### src/rtl/x_multdiv_pkg.sv
// Shared types and constants for the iterative Booth multiply / restoring divide unit.
package x_multdiv_pkg;

    localparam int ITER = 32;

    typedef enum logic [1:0] {
        IDLE = 2'd0,
        MUL  = 2'd1,
        DIV  = 2'd2,
        DONE = 2'd3
    } state_t;

    typedef enum logic {
        OP_MUL = 1'b0,
        OP_DIV = 1'b1
    } op_t;

    localparam logic [ITER-1:0] INT_MIN = {1'b1, {(ITER-1){1'b0}}};
    localparam logic [ITER-1:0] NEG_ONE = '1;

endpackage

### src/rtl/x_div_step.sv
// One combinational restoring-division step on unsigned magnitudes.
module x_div_step
    import x_multdiv_pkg::*;
#(
    parameter int WIDTH = ITER
) (
    input  logic [WIDTH-1:0] rem,
    input  logic [WIDTH-1:0] quo,
    input  logic [WIDTH-1:0] divisor,
    output logic [WIDTH-1:0] rem_next,
    output logic [WIDTH-1:0] quo_next
);

    logic [WIDTH:0] shifted;
    logic           fits;

    // rem < divisor holds between steps, so the shifted value needs one extra bit.
    assign shifted = {rem, quo[WIDTH-1]};
    assign fits    = (shifted >= {1'b0, divisor});

    always_comb begin
        rem_next = WIDTH'(shifted);
        quo_next = {quo[WIDTH-2:0], 1'b0};
        if (fits) begin
            rem_next = WIDTH'(shifted - {1'b0, divisor});
            quo_next = {quo[WIDTH-2:0], 1'b1};
        end
    end

endmodule

### src/rtl/x_multdiv.sv
// Iterative signed multiply/divide: radix-2 Booth multiply, restoring divide, one bit per cycle.
// Define X_MULTDIV_DIV_EN to build the divide path; otherwise a divide start reports an illegal op.
module x_multdiv
    import x_multdiv_pkg::*;
#(
    parameter int WIDTH = ITER
) (
    input  logic             clock,
    input  logic             reset_n,
    input  logic [WIDTH-1:0] data_operandA,
    input  logic [WIDTH-1:0] data_operandB,
    input  logic             ctrl_MULT,
    input  logic             ctrl_DIV,
    output logic [WIDTH-1:0] data_result,
    output logic             data_exception,
    output logic             data_resultRDY,
    output logic             busy
);

    localparam int CNT_W = $clog2(WIDTH) + 1;

    state_t           state;
    state_t           state_next;
    op_t              start_op;
    logic             start;
    logic             last_iter;
    logic [CNT_W-1:0] count;

    // Booth working set; acc carries a guard bit so acc -/+ INT_MIN cannot overflow.
    logic [WIDTH:0]     acc;
    logic [WIDTH-1:0]   mcand;
    logic [WIDTH-1:0]   q;
    logic               q_1;
    logic [WIDTH:0]     acc_sum;
    logic [WIDTH:0]     acc_shift;
    logic [WIDTH-1:0]   q_shift;
    logic               q_1_shift;
    logic [2*WIDTH-1:0] product;
    logic               mul_ovf;

    assign start     = ctrl_MULT | ctrl_DIV;
    assign start_op  = ctrl_MULT ? OP_MUL : OP_DIV;
    assign last_iter = (count == CNT_W'(WIDTH - 1));

    always_comb begin
        unique case ({q[0], q_1})
            2'b01:   acc_sum = acc + {mcand[WIDTH-1], mcand};
            2'b10:   acc_sum = acc - {mcand[WIDTH-1], mcand};
            default: acc_sum = acc;
        endcase
    end

    assign {acc_shift, q_shift, q_1_shift} = {acc_sum[WIDTH], acc_sum, q};
    assign product = {acc_shift[WIDTH-1:0], q_shift};
    assign mul_ovf = !((&product[2*WIDTH-1:WIDTH-1]) || !(|product[2*WIDTH-1:WIDTH-1]));

`ifdef X_MULTDIV_DIV_EN
    logic [WIDTH-1:0] rem;
    logic [WIDTH-1:0] quo;
    logic [WIDTH-1:0] divisor;
    logic [WIDTH-1:0] rem_next;
    logic [WIDTH-1:0] quo_next;
    logic [WIDTH-1:0] a_mag;
    logic [WIDTH-1:0] b_mag;
    logic             neg_quo;
    logic             div_ovf;

    assign a_mag = data_operandA[WIDTH-1] ? (~data_operandA + 1'b1) : data_operandA;
    assign b_mag = data_operandB[WIDTH-1] ? (~data_operandB + 1'b1) : data_operandB;

    x_div_step #(.WIDTH(WIDTH)) u_div_step (
        .rem      (rem),
        .quo      (quo),
        .divisor  (divisor),
        .rem_next (rem_next),
        .quo_next (quo_next)
    );
`endif

    // NOTE: sequential state uses <= so every flop samples pre-edge values.
    always_ff @(posedge clock) begin
        if (!reset_n) begin
            state <= IDLE;
        end else begin
            state <= state_next;
        end
    end

    // NOTE: state_next gets a default first so no path leaves it unassigned (no latch).
    always_comb begin
        state_next = state;
        if (start) begin
            if (start_op == OP_MUL) begin
                state_next = MUL;
            end else begin
`ifdef X_MULTDIV_DIV_EN
                state_next = (data_operandB == '0) ? DONE : DIV;
`else
                state_next = DONE;
`endif
            end
        end else begin
            unique case (state)
                MUL:     if (last_iter) state_next = DONE;
`ifdef X_MULTDIV_DIV_EN
                DIV:     if (last_iter) state_next = DONE;
`endif
                DONE:    state_next = IDLE;
                default: state_next = state;
            endcase
        end
    end

    always_comb begin
        data_resultRDY = (state == DONE);
        busy           = (state != IDLE);
    end

    always_ff @(posedge clock) begin
        if (!reset_n) begin
            count          <= '0;
            acc            <= '0;
            mcand          <= '0;
            q              <= '0;
            q_1            <= 1'b0;
            data_result    <= '0;
            data_exception <= 1'b0;
`ifdef X_MULTDIV_DIV_EN
            rem            <= '0;
            quo            <= '0;
            divisor        <= '0;
            neg_quo        <= 1'b0;
            div_ovf        <= 1'b0;
`endif
        end else if (start) begin
            count <= '0;
            if (start_op == OP_MUL) begin
                acc   <= '0;
                mcand <= data_operandA;
                q     <= data_operandB;
                q_1   <= 1'b0;
            end else begin
`ifdef X_MULTDIV_DIV_EN
                rem     <= '0;
                quo     <= a_mag;
                divisor <= b_mag;
                neg_quo <= data_operandA[WIDTH-1] ^ data_operandB[WIDTH-1];
                div_ovf <= (data_operandA == INT_MIN) && (data_operandB == NEG_ONE);
                if (data_operandB == '0) begin
                    data_result    <= '0;
                    data_exception <= 1'b1;
                end
`else
                data_result    <= '0;
                data_exception <= 1'b1;
`endif
            end
        end else begin
            case (state)
                MUL: begin
                    acc   <= acc_shift;
                    q     <= q_shift;
                    q_1   <= q_1_shift;
                    count <= count + CNT_W'(1);
                    if (last_iter) begin
                        data_result    <= product[WIDTH-1:0];
                        data_exception <= mul_ovf;
                    end
                end
`ifdef X_MULTDIV_DIV_EN
                DIV: begin
                    rem   <= rem_next;
                    quo   <= quo_next;
                    count <= count + CNT_W'(1);
                    if (last_iter) begin
                        if (div_ovf) begin
                            data_result <= INT_MIN;
                        end else begin
                            data_result <= neg_quo ? (~quo_next + 1'b1) : quo_next;
                        end
                        data_exception <= div_ovf;
                    end
                end
`endif
                default: begin
                end
            endcase
        end
    end

endmodule
### config.mk
export PLATFORM = sky130hd
export DESIGN_NAME = x_multdiv
export DESIGN_NICKNAME = d
export VERILOG_FILES = /design/src/rtl/x_multdiv_pkg.sv /design/src/rtl/x_div_step.sv /design/src/rtl/x_multdiv.sv
export SDC_FILE = /design/constraint.sdc
export NUM_CORES = 1
export LEC_CHECK = 0
export ABC_CLOCK_PERIOD_IN_PS = 8000
export CAP_MARGIN = 20
export CELL_PAD_IN_SITES_DETAIL_PLACEMENT = 0
export CELL_PAD_IN_SITES_GLOBAL_PLACEMENT = 1
export CORE_MARGIN = 2
export CORE_UTILIZATION = 46
export CTS_CLUSTER_SIZE = 8
export DETAILED_ROUTE_END_ITERATION = 10
export GPL_TIMING_DRIVEN = 1
export PLACE_DENSITY_LB_ADDON = 0.1
export SLEW_MARGIN = 15
export SYNTH_ARGS = -nofsm -noshare
export SYNTH_HDL_FRONTEND = slang
export SYNTH_SLANG_ARGS = --single-unit
### constraint.sdc
create_clock -name clock -period 8 [get_ports clock]
set_clock_uncertainty 0.05 [all_clocks]
set_input_delay 2 -clock clock [delete_from_list [all_inputs] [get_ports clock]]
set_output_delay 2 -clock clock [all_outputs]
set_load 0.02 [all_outputs]
==> run_results.csv <==
group,metric,value,unit
yosys,ys.flop_type,"dfxtp_1",
timing,fin_crit,5210,ps
power_and_ir_drop,ir_worst_vdd,0.000136,V
setup_path,cp_slowest_stage_delay,520,ps
global_route,grt_overflow,0,
setup_path,crit_fanout,9,
clock_network,numCtsBuffers,17,
drt,wl_per_cell,17.2,um
setup_path,cp_slowest_cell,"or4_1",
yosys,ys_async_sr_fraction,0,%
global_route,grt_start_max_net_pins,81,
status,status,"finished clean",
drt,drt_wl_total,23400,um
clock_network,cts_max_level,4,
setup_path,critical_path_required,8250,ps
timing,slew_violations,0,
setup_path,ff2ff_setup_slack,2790,ps
yosys,synth.avg_cell_area,8.22,um2
timing,whs,433,ps
timing,setup_viol,0,
hold_path,min_path_cells,2,
floorplan,start_util,46.5,%
run,cap_violations,0,
yosys,synth_area_leaders,"dfxtp_1 (32%), nor2b_1 (6.7%), ha_1 (5.1%)",
yosys,syn-num-nets,1152,
clock_network,post-cts-setup-buffers,0,
setup_path,cp.arrival,5460,ps
yosys,synthMuxAreaShare,5.40,%
floorplan,ios,103,
clock_network,cts_tree,"done",
hold_path,holdPathEnd,"count[1]$_SDFFE_PP0P_",
clock_network,clk_pin_slew,70,ps
yosys,synth_xor_area_share,5.29,%
placed_design,placed_cells,1328,
finish,nets,1218,
drt,drt_iter0_markers,470,
clock_network,postCtsHoldBufs,0,
clock_network,clockBufferDepth,2,
yosys,yosys.area_share.adder,5.31,%
global_route,grt_first_pass_wirelength,38300,um
finish,final_area,10400,um2
global_route,grt.total_usage,23.8,%
floorplan,die_h,141,um
clock_network,clk_latency,420,ps
finish,layout-drive-gt1-share,6.39,%
finish,antenna_cells,0,
timing,setup_tns,0,ps
drt,viasPerCell,5.65,
yosys,synth_cell_types,78,
finish,area_growth,20.3,%
yosys,yosysTopAreaCell,"dfxtp_1",
placed_design,placed_cell_area,9770,um2
drt,drc,0,
finish,nFillCells,1772,
floorplan,core,18500,um2
placed_design,dp_hpwl,16400,um
finish,multi_input_area,5540,um2
setup_path,cp_cell_sequence,"or3_1 -> nor4_1 -> nor3b_2 -> nand2_1 -> nor4_1 -> nor2_1 -> xnor2_1 -> ha_1 -> a21o_1 -> o22ai_1 -> nor3b_1 -> a21boi_1 -> xor2_1 -> mux2i_1 -> nand4_1 -> or4_1 -> nor4_1 -> nor3_1",
drt,drt_first_pass_iters,5,
yosys,synth_cells,1048,
yosys,synth.cell_area,8620,um2
global_route,antenna_found_initial,0,
timing,relSlewSlack,36.4,%
power_and_ir_drop,leakagePower,0.00407,uW
floorplan,placementRows,50,
yosys,ys_seq_area_share,32.1,%
finish,layout_common_cells,"dfxtp_1 (138), clkdlybuf4s50_1 (100), nand2_1 (95)",
timing,tightest_slew,954,ps
finish,seq_area,2760,um2
setup_path,cp-start-kind,"register",
clock_network,cts_resized,0,
setup_path,crit_top_cell,"nor4_1",
timing,grt_setup_unrepaired,"no",
placed_design,io_buffers,102,
yosys,synth_top_family_by_area,"simple AND/OR/NAND/NOR gates",
hold_path,hp-start,"count[1]$_SDFFE_PP0P_",
hold_path,min_path_type,"reg -> reg",
finish,final-instance-count-excl-fill,1361,
drt,antenna_left,0,
clock_network,numClockSinks,138,
floorplan,fp.dieW,141,um
timing,period_share,65.2,%
finish,final_common_cell,"dfxtp_1",
power_and_ir_drop,power.density,186,nW/um2
floorplan,dieArea,19800,um2
clock_network,cts-root-buf,"clkbuf_16",
timing,fmax,0.192,GHz
yosys,synth_edf_count,0,
global_route,grt_pass1_vias,7381,
yosys,synth_simple_gate_area_share,24.8,%
drt,vias,7695,
setup_path,crit_type,"reg -> reg",
yosys,synth-seq-cells,138,
setup_path,rr_worst_depth,18,
placed_design,gp_congestion,0.892,
yosys,yosysWarnings,0,
setup_path,cp-end-kind,"register",
setup_path,rr_startpoint,"mcand[2]$_SDFFE_PN0P_",
setup_path,rr_endpoint,"data_exception$_SDFFE_PN0P_",
timing,finalHoldViolations,0,
yosys,synth-compound-area-share,23.3,%
yosys,netlist.area_leader.share,32.1,%
[critical path: cells and delay by family (launching register included)]
kind / cells / cell delay [ps]
simple gates: 11 / 3010
compound gates: 3 / 610
xor+xnor: 2 / 420
fa+ha+maj: 1 / 400
flops: 1 / 360
mux: 1 / 240
[through the flow]
stage	utilization (%)	setup WS (ps)	total power (uW)
after floorplan	-	3510	1040
after detailed placement	52.7	2810	1150
after CTS	55.9	2780	1940
after global routing	56.0	2260	2020
after global placement	52.7	2850	1150
final	56.0	2790	1930
[layout make-up]
| cell class | instances | area share [%] |
|---|---|---|
| multi-input cells | 824 | 53.5 |
| clock inverters | 15 | 1.51 |
| inverters | 19 | 0.688 |
| flip-flops and latches | 138 | 26.6 |
| clock buffers | 17 | 4.10 |
| repair buffers | 114 | 10.8 |
| well taps | 234 | 2.82 |
[report_power, final]
part	total (uW)	internal (uW)	switching, uW
clock network	787	441	346
registers	740	713	26.5
logic	403	172	230
[flip-flops by register name (all words and copies together) (netlist names)]
name and flops:
acc 32, count 6, data_exception 1, data_result 32, mcand 32, q 32
q_1 1, state 2
[Yosys cell counts, types with 3 or more instances]
| cell | number |
|---|---|
| and3_1 | 5 |
| nand2_1 | 95 |
| nor2b_1 | 92 |
| or3_1 | 8 |
| mux2_2 | 4 |
| clkbuf_1 | 52 |
| a211o_1 | 4 |
| a31oi_1 | 5 |
| nor3b_1 | 7 |
| o211a_1 | 33 |
| nor4b_1 | 3 |
| o21a_1 | 12 |
| nand3_1 | 36 |
| nor2_1 | 59 |
| a211oi_1 | 7 |
| mux2i_1 | 42 |
| xnor2_1 | 37 |
| dfxtp_1 | 138 |
| buf_2 | 5 |
| a22oi_1 | 46 |
| and2_1 | 14 |
| nor4_1 | 13 |
| xor2_1 | 15 |
| a21o_1 | 14 |
| nor3_1 | 30 |
| a21oi_1 | 45 |
| o211ai_1 | 5 |
| and4_1 | 5 |
| nand2b_1 | 10 |
| inv_1 | 19 |
| o21bai_1 | 6 |
| ha_1 | 35 |
| a21boi_0 | 3 |
| nand4_1 | 12 |
| o21ai_0 | 75 |
| buf_1 | 10 |
[metal layers]
layer  vias up  part of all wire, %  track usage, %
li1       3924                    -               -
met1      3594                   47            31.3
met2       156                   46            38.1
met3        21                  6.5            7.64
met4         0                  1.1            5.89
met5         -                    0               0
[worst max-delay path by stage]
stage / start / endpoint / slack, ps / depth (start not counted)
final: mcand[2]$_SDFFE_PN0P_ / data_exception$_SDFFE_PN0P_ / 2790 / 18
after global placement: mcand[2]$_SDFFE_PN0P_ / data_exception$_SDFFE_PN0P_ / 2850 / 18
after global routing: mcand[2]$_SDFFE_PN0P_ / data_exception$_SDFFE_PN0P_ / 2260 / 18
after detailed placement: mcand[2]$_SDFFE_PN0P_ / data_exception$_SDFFE_PN0P_ / 2810 / 18
after CTS: mcand[2]$_SDFFE_PN0P_ / data_exception$_SDFFE_PN0P_ / 2780 / 18
after floorplan: mcand[2]$_SDFFE_PN0P_ / data_exception$_SDFFE_PN0P_ / 3510 / 18
[cell families (layout without fill, tap and decap cells)]
group | count (synthesis) | count (layout)
buffers and inverters | 86 | 165
and+or+nand+nor | 403 | 403
adders and majority gates | 36 | 36
AOI/OAI and AO/OA | 287 | 287
muxes | 46 | 46
DFF | 138 | 138
xor gates and xnor gates | 52 | 52
No activity file was read; power rests on OpenSTA's default activity.
